<file path="src/rtl/serial_magnitude_comp.sv">
// Sequential MSB-first magnitude comparator, DIGIT bits per cycle, early exit on the first unequal digit.
// Signed mode flips both MSBs at capture so the digit datapath stays a plain unsigned compare.
module serial_magnitude_comp #(
   parameter int WIDTH = 8,
   parameter int DIGIT = 2
) (
   input  logic             clk,
   input  logic             rst,
   input  logic             start,
   input  logic             signed_en,
   input  logic [WIDTH-1:0] a,
   input  logic [WIDTH-1:0] b,
   output logic             busy,
   output logic             done,
   output logic             lt,
   output logic             eq,
   output logic             gt
);
   localparam int NDIG = WIDTH / DIGIT;
   localparam int KW   = (NDIG > 1) ? $clog2(NDIG) : 1;
   localparam logic [KW-1:0] K_LAST = KW'(NDIG - 1);

   if (DIGIT < 1 || DIGIT > WIDTH || (WIDTH % DIGIT) != 0) begin : g_bad_params
      $error("serial_magnitude_comp: DIGIT must be in 1..WIDTH and divide WIDTH");
   end

   typedef enum logic [1:0] {S_IDLE, S_RUN, S_DONE} state_t;

   state_t           r_state;
   logic [WIDTH-1:0] r_a;
   logic [WIDTH-1:0] r_b;
   logic [KW-1:0]    r_k;
   logic             r_busy;
   logic             r_done;
   logic             r_lt;
   logic             r_eq;
   logic             r_gt;

   logic [WIDTH-1:0] w_flip;
   logic [DIGIT-1:0] w_da;
   logic [DIGIT-1:0] w_db;

   assign w_flip = signed_en ? (WIDTH'(1) << (WIDTH - 1)) : '0;
   // Operands shift left as digits are consumed, so the current digit is always the top slice.
   assign w_da   = r_a[WIDTH-1 -: DIGIT];
   assign w_db   = r_b[WIDTH-1 -: DIGIT];

   always_ff @(posedge clk) begin
      if (rst) begin
         r_state <= S_IDLE;
         r_a     <= '0;
         r_b     <= '0;
         r_k     <= '0;
         r_busy  <= 1'b0;
         r_done  <= 1'b0;
         r_lt    <= 1'b0;
         r_eq    <= 1'b0;
         r_gt    <= 1'b0;
      end else begin
         r_done <= 1'b0;
         case (r_state)
            S_RUN: begin
               if (w_da != w_db) begin
                  r_lt    <= (w_da < w_db);
                  r_eq    <= 1'b0;
                  r_gt    <= (w_da > w_db);
                  r_done  <= 1'b1;
                  r_busy  <= 1'b0;
                  r_state <= S_DONE;
               end else if (r_k == K_LAST) begin
                  r_lt    <= 1'b0;
                  r_eq    <= 1'b1;
                  r_gt    <= 1'b0;
                  r_done  <= 1'b1;
                  r_busy  <= 1'b0;
                  r_state <= S_DONE;
               end else begin
                  r_k <= r_k + KW'(1);
                  r_a <= r_a << DIGIT;
                  r_b <= r_b << DIGIT;
               end
            end
            default: begin
               // IDLE and DONE both accept a start; DONE falls back to IDLE otherwise.
               if (start) begin
                  r_a     <= a ^ w_flip;
                  r_b     <= b ^ w_flip;
                  r_k     <= '0;
                  r_busy  <= 1'b1;
                  r_state <= S_RUN;
               end else begin
                  r_state <= S_IDLE;
               end
            end
         endcase
      end
   end

   assign busy = r_busy;
   assign done = r_done;
   assign lt   = r_lt;
   assign eq   = r_eq;
   assign gt   = r_gt;

endmodule

</file>
<file path="config.mk">
export PLATFORM = sky130hd
export DESIGN_NAME = serial_magnitude_comp
export DESIGN_NICKNAME = d
export VERILOG_FILES = /design/src/rtl/serial_magnitude_comp.sv
export SDC_FILE = /design/constraint.sdc
export NUM_CORES = 1
export LEC_CHECK = 0
export BUFFER_PORTS_ARGS = -buffer_cell sky130_fd_sc_hd__buf_4
export CAP_MARGIN = 20
export CELL_PAD_IN_SITES_DETAIL_PLACEMENT = 0
export CELL_PAD_IN_SITES_GLOBAL_PLACEMENT = 2
export CORE_ASPECT_RATIO = 0.7
export CORE_MARGIN = 2
export CORE_UTILIZATION = 32
export CTS_CLUSTER_DIAMETER = 80
export DETAILED_ROUTE_END_ITERATION = 10
export PLACE_DENSITY_LB_ADDON = 0.1
export SKIP_CTS_REPAIR_TIMING = 1
export SLEW_MARGIN = 40
export SYNTH_ARGS = -nofsm -noshare
export SYNTH_HDL_FRONTEND = slang
export SYNTH_SLANG_ARGS = --single-unit
</file>
<file path="constraint.sdc">
create_clock -name clk -period 1.7 [get_ports clk]
set_input_delay 0.255 -clock clk [delete_from_list [all_inputs] [get_ports clk]]
set_output_delay 0.255 -clock clk [all_outputs]
set_load 0.05 [all_outputs]
</file>
### Word level (Yosys, flattened, before mapping)

Cells that the tools add are included.

* bits in registers: 25
* bits of input ports: 20
* output and inout bits: 5
* logic and storage cells: 54

* add/sub/neg operators: 1
* order comparisons: 2
* equal/unequal tests: 6
* multiplexer cells: 27
* bitwise logic cells: 3
* reductions and logical operators: 6

Operator list (number)
* two-way mux 8 bit: 9
* XOR 8 bit: 2
* two-way mux 2 bit: 7
* two-way mux 1 bit: 11
* inequality test 2 bit, second input constant: 2
* AND reduction 2 bit: 2
* nonzero test 2 bit: 2
* inequality test 3 bit, second input constant: 1
* AND reduction 3 bit: 1
* adder 2 x 1 -> 2 bit, second input constant: 1
* equality test 2 x 1 -> 1 bit, second input constant: 1
* equality test 2 bit, second input constant: 1
* > comparator 2 bit: 1
* < comparator 2 bit: 1
* inequality test 2 bit: 1
* OR reduction 2 bit: 1
* NOT 1 bit: 1

### Logic depth before layout (Yosys ltp)

Gate-level depths: netlist (run 1).

* word-level depth: 4
* mapped depth: 7
* gate-level depth less buffers: 6

### Worst setup path after synthesis (run 1)

OpenSTA, ideal clock, no wires.

* path kind: flip-flop to flip-flop
* from: register r_a[6]
* to: register r_b[2]
* library setup time: 0.124 ns
* arrival time: 1.286 ns
* required time: 1.576 ns
* path slack: 0.289 ns
* cell stages (with the launch flop): 8
* buffers on the path: 1
* period minus slack after synthesis: 1.411 ns
* path through: dfxtp_1 inv_1 ha_1 nand3b_4 or2_4 buf_6 nor2_1 nor4_2

* cells in the longest elaborated chain, start to end: 3

RTL lines
* start, declared: RTL line 30 `logic [WIDTH-1:0] r_a;`
* start signal, assigned: RTL line 79 `r_a <= r_a << DIGIT;`
* start signal, assigned: RTL line 86 `r_a <= a ^ w_flip;`
* inequality test 2 bit: RTL line 63 `if (w_da != w_db) begin`
* inequality test 2 bit (no line)
* AND reduction 3 bit (no line)
* end signal, assigned: RTL line 80 `r_b <= r_b << DIGIT;`
* end signal, assigned: RTL line 87 `r_b <= b ^ w_flip;`
* end, declared: RTL line 31 `logic [WIDTH-1:0] r_b;`

No other way between the ends.
A chain may end at the register's enable or synchronous reset.

### Worst setup path in the final report (run 1)

* from: register r_b[7]
* to: register r_a[4]

* cells in the longest elaborated chain, start to end: 3

RTL lines (RTL line)
* inequality test 2 bit: 63
* inequality test 2 bit (no line)
* AND reduction 3 bit (no line)

No other way between the ends.

==> flow_summary.ini, run 1 <==
[status]
status = completed

[sta]
min_period_over_period_pct = 91.5
finalHoldViolCount = 0
relSlewSlack_pct = 73.2
rsz0062_at_grt = false
fin_hold_ws_ns = 0.238
setup_tns_ns = 0
setup_violations = 0
clock.fmax_mhz = 643
tightest_slew_ns = 0.400
final.setup_skew_ns = 0.00519
fin_crit_ns = 1.56
slew_viol_final = 0

[min_path]
holdCritPathClass = in2reg
holdPathStages = 3

[setup_path]
cp_slowest_stage_delay_ns = 0.36
cp-start-kind = flip-flop
critPathCapture = r_a[4]$_SDFFE_PP0P_
critPathSlowestCell = ha_1
path_cells = inv_1 > ha_1 > nand3b_4 > or2_4 > nor2_1 > nor4_2
worstRegToRegCells = 6
critical_path_class = reg2reg
r2r_slack_ns = 0.14
cp_max_fo = 20
startpoint = r_b[7]$_SDFFE_PP0P_
reg2reg_to = r_a[4]$_SDFFE_PP0P_
required_ns = 1.85
cp-end-kind = flip-flop
critPathArrivalTime_ns = 1.71
r2r-start = r_b[7]$_SDFFE_PP0P_

[cells_and_area]
diodes = 0
final_area_sq_mm = 0.00142
nets = 173
drive_gt1_share_pct = 34.2
multiInputGateArea_sq_um = 594
final-seq-area_sq_um = 500
area_growth_syn_to_layout_pct = 19.7
n_fill_cell = 390
final_core_util_pct = 40.1

[clocking]
numCtsBuffers = 3
clk_latency_ns = 0.26
tritoncts = yes
h-tree-depth = 1
cts_sinks = 25
cts_root_buf = clkbuf_8
cts.reportedPaths.clkPinSlew_ns = 0.09
cts_buffer_depth = 2

[floorplanning]
die_y_microns = 54.9
die_area_sq_mm = 0.00421
die_x_microns = 76.7
core_area_sq_mm = 0.00354
num_rows = 18
io_pins = 25
start_util_pct = 33.5

[detailed_routing]
viasPerCell = 4.68
route.detailed.drc = 0
via_count = 931
wl_per_cell_microns = 12.2
first_pass_iters = 4
first_iter_violations = 43
routed_wl_mm = 2.44
postRouteAntennaNets = 0

[grt]
antenna_found_initial = 0
grt_util_all_layers_pct = 12.8
grt_pass1_wl_mm = 4.11
grt_start_max_net_pins = 27
grt_pass1_vias = 898
grt_overflow = 0

[pwr]
fin_total_pwr_mw = 1.44
worst_ir_drop_vdd_mv = 0.462
powerDensity_mw_per_mm2 = 1020
p_leak_nw = 0.577

[run]
cap_violations = 0

[synthesis]
synth-edff-count = 0
synth_common_cells = dfxtp_1 (25), nor2_1 (24), a21oi_1 (13)
yosys.area.top_type = dfxtp_1
synth.area.top_cells = dfxtp_1 (42%), nor4_2 (11%), nor2_1 (7.6%), a21oi_1 (5.5%), nor3_1 (3.4%)
synth-seq-cells = 25
synth_most_common_cell = dfxtp_1
synth_seq_area_share_pct = 42.3
netlist_instances = 127
syn-num-nets = 150
syn_area_sq_mm = 0.00118
syn_avg_cell_area_sq_um = 9.32
yosys_warnings = 0
synth.distinct_cells = 28
synth_top_area_share_pct = 42.3
synthArstFlopShare_pct = 0
ys_dominant_reg_cell = dfxtp_1

[placed_design]
gp_routability_congestion = 0.685
dp_hpwl_mm = 1.66
port_buffers = 24
place_area_sq_mm = 0.00137
==> per-layer routing <==
layer,global-route usage (%),vias up,part of all wire (%)
li1,-,483,-
met5,0,-,0
met2,22.7,16,45
met1,15.8,432,51
met3,4.13,0,3.8
met4,1.82,0,0
==> worst max-delay path, delay by kind of cell, from the launching register on <==
kind	cells	cell delay [ns]
buffers and inverters	1	0.04
adders and majority gates	1	0.36
DFF	1	0.34
and+or+nand+nor	4	0.69
==> report_power, final <==
group	switching [mW]	internal, mW	total (mW)
Combinational	0.235	0.168	0.403
Clock	0.183	0.167	0.350
Sequential	0.0367	0.651	0.688
==> per-stage QoR <==
step,setup WS (ns),cells
floorplan,0.289,127
global placement,0.150,195
detailed placement,0.134,195
CTS,0.120,199
global route,0.0118,199
finish,0.144,199
==> placed cells by master (no fill, tap or decap), drive strengths merged, types with 2 or more instances in the layout <==
cell type,n
buf,27
xor2,2
nor4,10
nor2,25
a21oi,13
ha,3
dfxtp,25
nor3,11
nand3,7
nand2,8
a22oi,3
inv,3
clkbuf,4
nand2b,2
==> worst min-delay path by stage <==
stage,startpoint,endpoint
2_1_floorplan,a[0],r_a[0]$_SDFFE_PP0P_
3_3_place_gp,gt$_SDFFE_PP0P_,gt$_SDFFE_PP0P_
3_5_place_dp,gt$_SDFFE_PP0P_,gt$_SDFFE_PP0P_
4_1_cts,a[1],r_a[1]$_SDFFE_PP0P_
5_1_grt,b[1],r_b[1]$_SDFFE_PP0P_
6_report,b[0],r_b[0]$_SDFFE_PP0P_
==> flip-flops by register name, summed over array words and instances, names as in the netlist <==
name and flops:
r_a 8, r_b 8, r_k 2, r_state 2, busy 1, done 1
eq 1, gt 1, lt 1
==> cells by family (layout without fill, tap and decap cells) <==
group | count (synthesis) | count (layout) | share of synthesized area, %
simple gates | 68 | 68 | 36.3
fa+ha+maj | 3 | 3 | 3.17
buf+inv | 12 | 34 | 7.50
compound gates | 17 | 17 | 9.30
xor+xnor | 2 | 2 | 1.48
flops | 25 | 25 | 42.3
==> layout make-up <==
type	count	area share, %
Clock buffer	4	3.18
Inverter	3	0.795
Multi-Input combinational cell	90	42.0
Sequential cell	25	35.3
Tap cell	50	4.42
Timing Repair Buffer	27	14.3
(Power assumes the default switching activity.)
==> run 2, diff against run 1 <==
--- a/config.mk
+++ b/config.mk
@@ -9,7 +9,7 @@
 export CAP_MARGIN = 20
 export CELL_PAD_IN_SITES_DETAIL_PLACEMENT = 0
 export CELL_PAD_IN_SITES_GLOBAL_PLACEMENT = 2
-export CORE_ASPECT_RATIO = 0.7
+export CORE_ASPECT_RATIO = 1.1
 export CORE_MARGIN = 2
 export CORE_UTILIZATION = 32
 export CTS_CLUSTER_DIAMETER = 80
==> run 2 against run 1 <==
  * Design area shrank 0.44%
  * Clock power is 1% higher
  * Core utilization decreased by 0.86 points
  * Setup slack improved by 0.034 ns
  * First-iteration DRC count down 2.3%
  * Wire length shrank 0.33%
  * Sequential share of layout area increased by 0.16 points
  * Critical path type unchanged
  * Global-route usage is 0.84 points higher
  * Hold slack got worse by 0.0050 ns
==> flow_summary.ini, run 2 (synthesis gave the netlist of run 1 again) <==
[status]
status = completed

[placed_design]
place_area_sq_mm = 0.00136
dp_hpwl_mm = 1.67
port_buffers = 24
gp_routability_congestion = 0.703

[pwr]
worst_ir_drop_vdd_mv = 0.322
powerDensity_mw_per_mm2 = 1020
p_leak_nw = 0.574

[sta]
finalHoldViolCount = 0
slew_viol_final = 0
setup_violations = 0
fin_crit_ns = 1.52
min_period_over_period_pct = 89.5
tightest_slew_ns = 0.377
clock.fmax_mhz = 657
rsz0062_at_grt = false
setup_tns_ns = 0
final.setup_skew_ns = 0.00665
relSlewSlack_pct = 74.8

[grt]
grt_util_all_layers_pct = 13.6
grt_pass1_vias = 911
grt_start_max_net_pins = 27
grt_overflow = 0
grt_pass1_wl_mm = 4.15
antenna_found_initial = 0

[clocking]
h-tree-depth = 1
cts_buffer_depth = 2
clk_latency_ns = 0.27
numCtsBuffers = 3
cts_sinks = 25
cts_root_buf = clkbuf_8
tritoncts = yes
cts.reportedPaths.clkPinSlew_ns = 0.09

[floorplanning]
die_y_microns = 67.8
start_util_pct = 32.9
num_rows = 23
die_x_microns = 62.0
io_pins = 25
core_area_sq_mm = 0.00360
die_area_sq_mm = 0.00420

[detailed_routing]
first_iter_violations = 42
wl_per_cell_microns = 12.3
first_pass_iters = 2
postRouteAntennaNets = 0
via_count = 927
route.detailed.drc = 0
viasPerCell = 4.68
routed_wl_mm = 2.43

[cells_and_area]
nets = 172
final-seq-area_sq_um = 500
multiInputGateArea_sq_um = 594
final_common_cell = buf_4
area_growth_syn_to_layout_pct = 19.1
drive_gt1_share_pct = 34.5
final_cell_mix = buf_4 (26), dfxtp_1 (25), nor2_1 (24)
final_area_sq_mm = 0.00141
reg_top3 = r_a: 8 flops, r_b: 8 flops
diodes = 0
n_fill_cell = 395

[setup_path]
required_ns = 1.86
cp_max_fo = 20
critical_path_class = reg2reg
cp-end-kind = flip-flop
critPathArrivalTime_ns = 1.68
cp-start-kind = flip-flop

[run]
cap_violations = 0

[min_path]
holdCritPathClass = in2reg
-- run 2: cell count changes in the layout (fill, tap and decap cells not counted), sizes merged --
| cell | before | now |
|---|---|---|
| clkinv | 0 | 1 |
| clkbuf | 4 | 3 |
| buf | 27 | 26 |
-- run 2: final cells by class --
class / instances / area share, %
Inverter: 3 / 0.799
Timing Repair Buffer: 26 / 13.8
Sequential cell: 25 / 35.5
Multi-Input combinational cell: 90 / 42.1
Clock buffer: 3 / 2.93
Tap cell: 50 / 4.44
Clock inverter: 1 / 0.355
-- run 2: critical path, cell delays in order, from the launching register on --
cell	delay, ns
dfxtp_1	0.34
inv_1	0.05
ha_1	0.34
nand3b_4	0.10
or2_4	0.33
nor2_1	0.18
nor4_2	0.07
-- run 2: per-layer routing --
layer,vias up,track usage (%),wire length (microns)
li1,478,-,-
met1,431,17.9,1110
met2,14,20.8,1190
met3,4,2.30,89
met4,0,7.18,39
met5,-,0,0
-- run 2: final timing paths --
| kind | startpoint | end | slack (ns) | cells after the start |
|---|---|---|---|---|
| max reg2reg | r_b[7]$_SDFFE_PP0P_ | r_a[6]$_SDFFE_PP0P_ | 0.18 | 6 |
| max | r_b[7]$_SDFFE_PP0P_ | r_a[6]$_SDFFE_PP0P_ | 0.18 | 6 |
| min | b[1] | r_b[1]$_SDFFE_PP0P_ | 0.23 | 3 |
| min reg2reg | gt$_SDFFE_PP0P_ | gt$_SDFFE_PP0P_ | 0.46 | 2 |
-- run 2: per-stage QoR --
step	hold slack (ns)	std cells	setup slack [ns]	utilization [%]	power [mW]
floorplan	0.395	127	0.289	-	1.02
global placement	0.443	194	0.207	37.9	1.10
detailed placement	0.449	194	0.171	37.9	1.10
CTS	0.224	198	0.145	39.2	1.47
global route	0.231	198	0.0298	39.2	1.54
finish	0.233	198	0.178	39.2	1.43
-- run 2: power by group --
part,total [mW],switching (mW),leakage [nW],internal [mW]
Sequential,0.689,0.0376,0.206,0.651
Combinational,0.392,0.229,0.343,0.163
Clock,0.354,0.190,0.0255,0.164
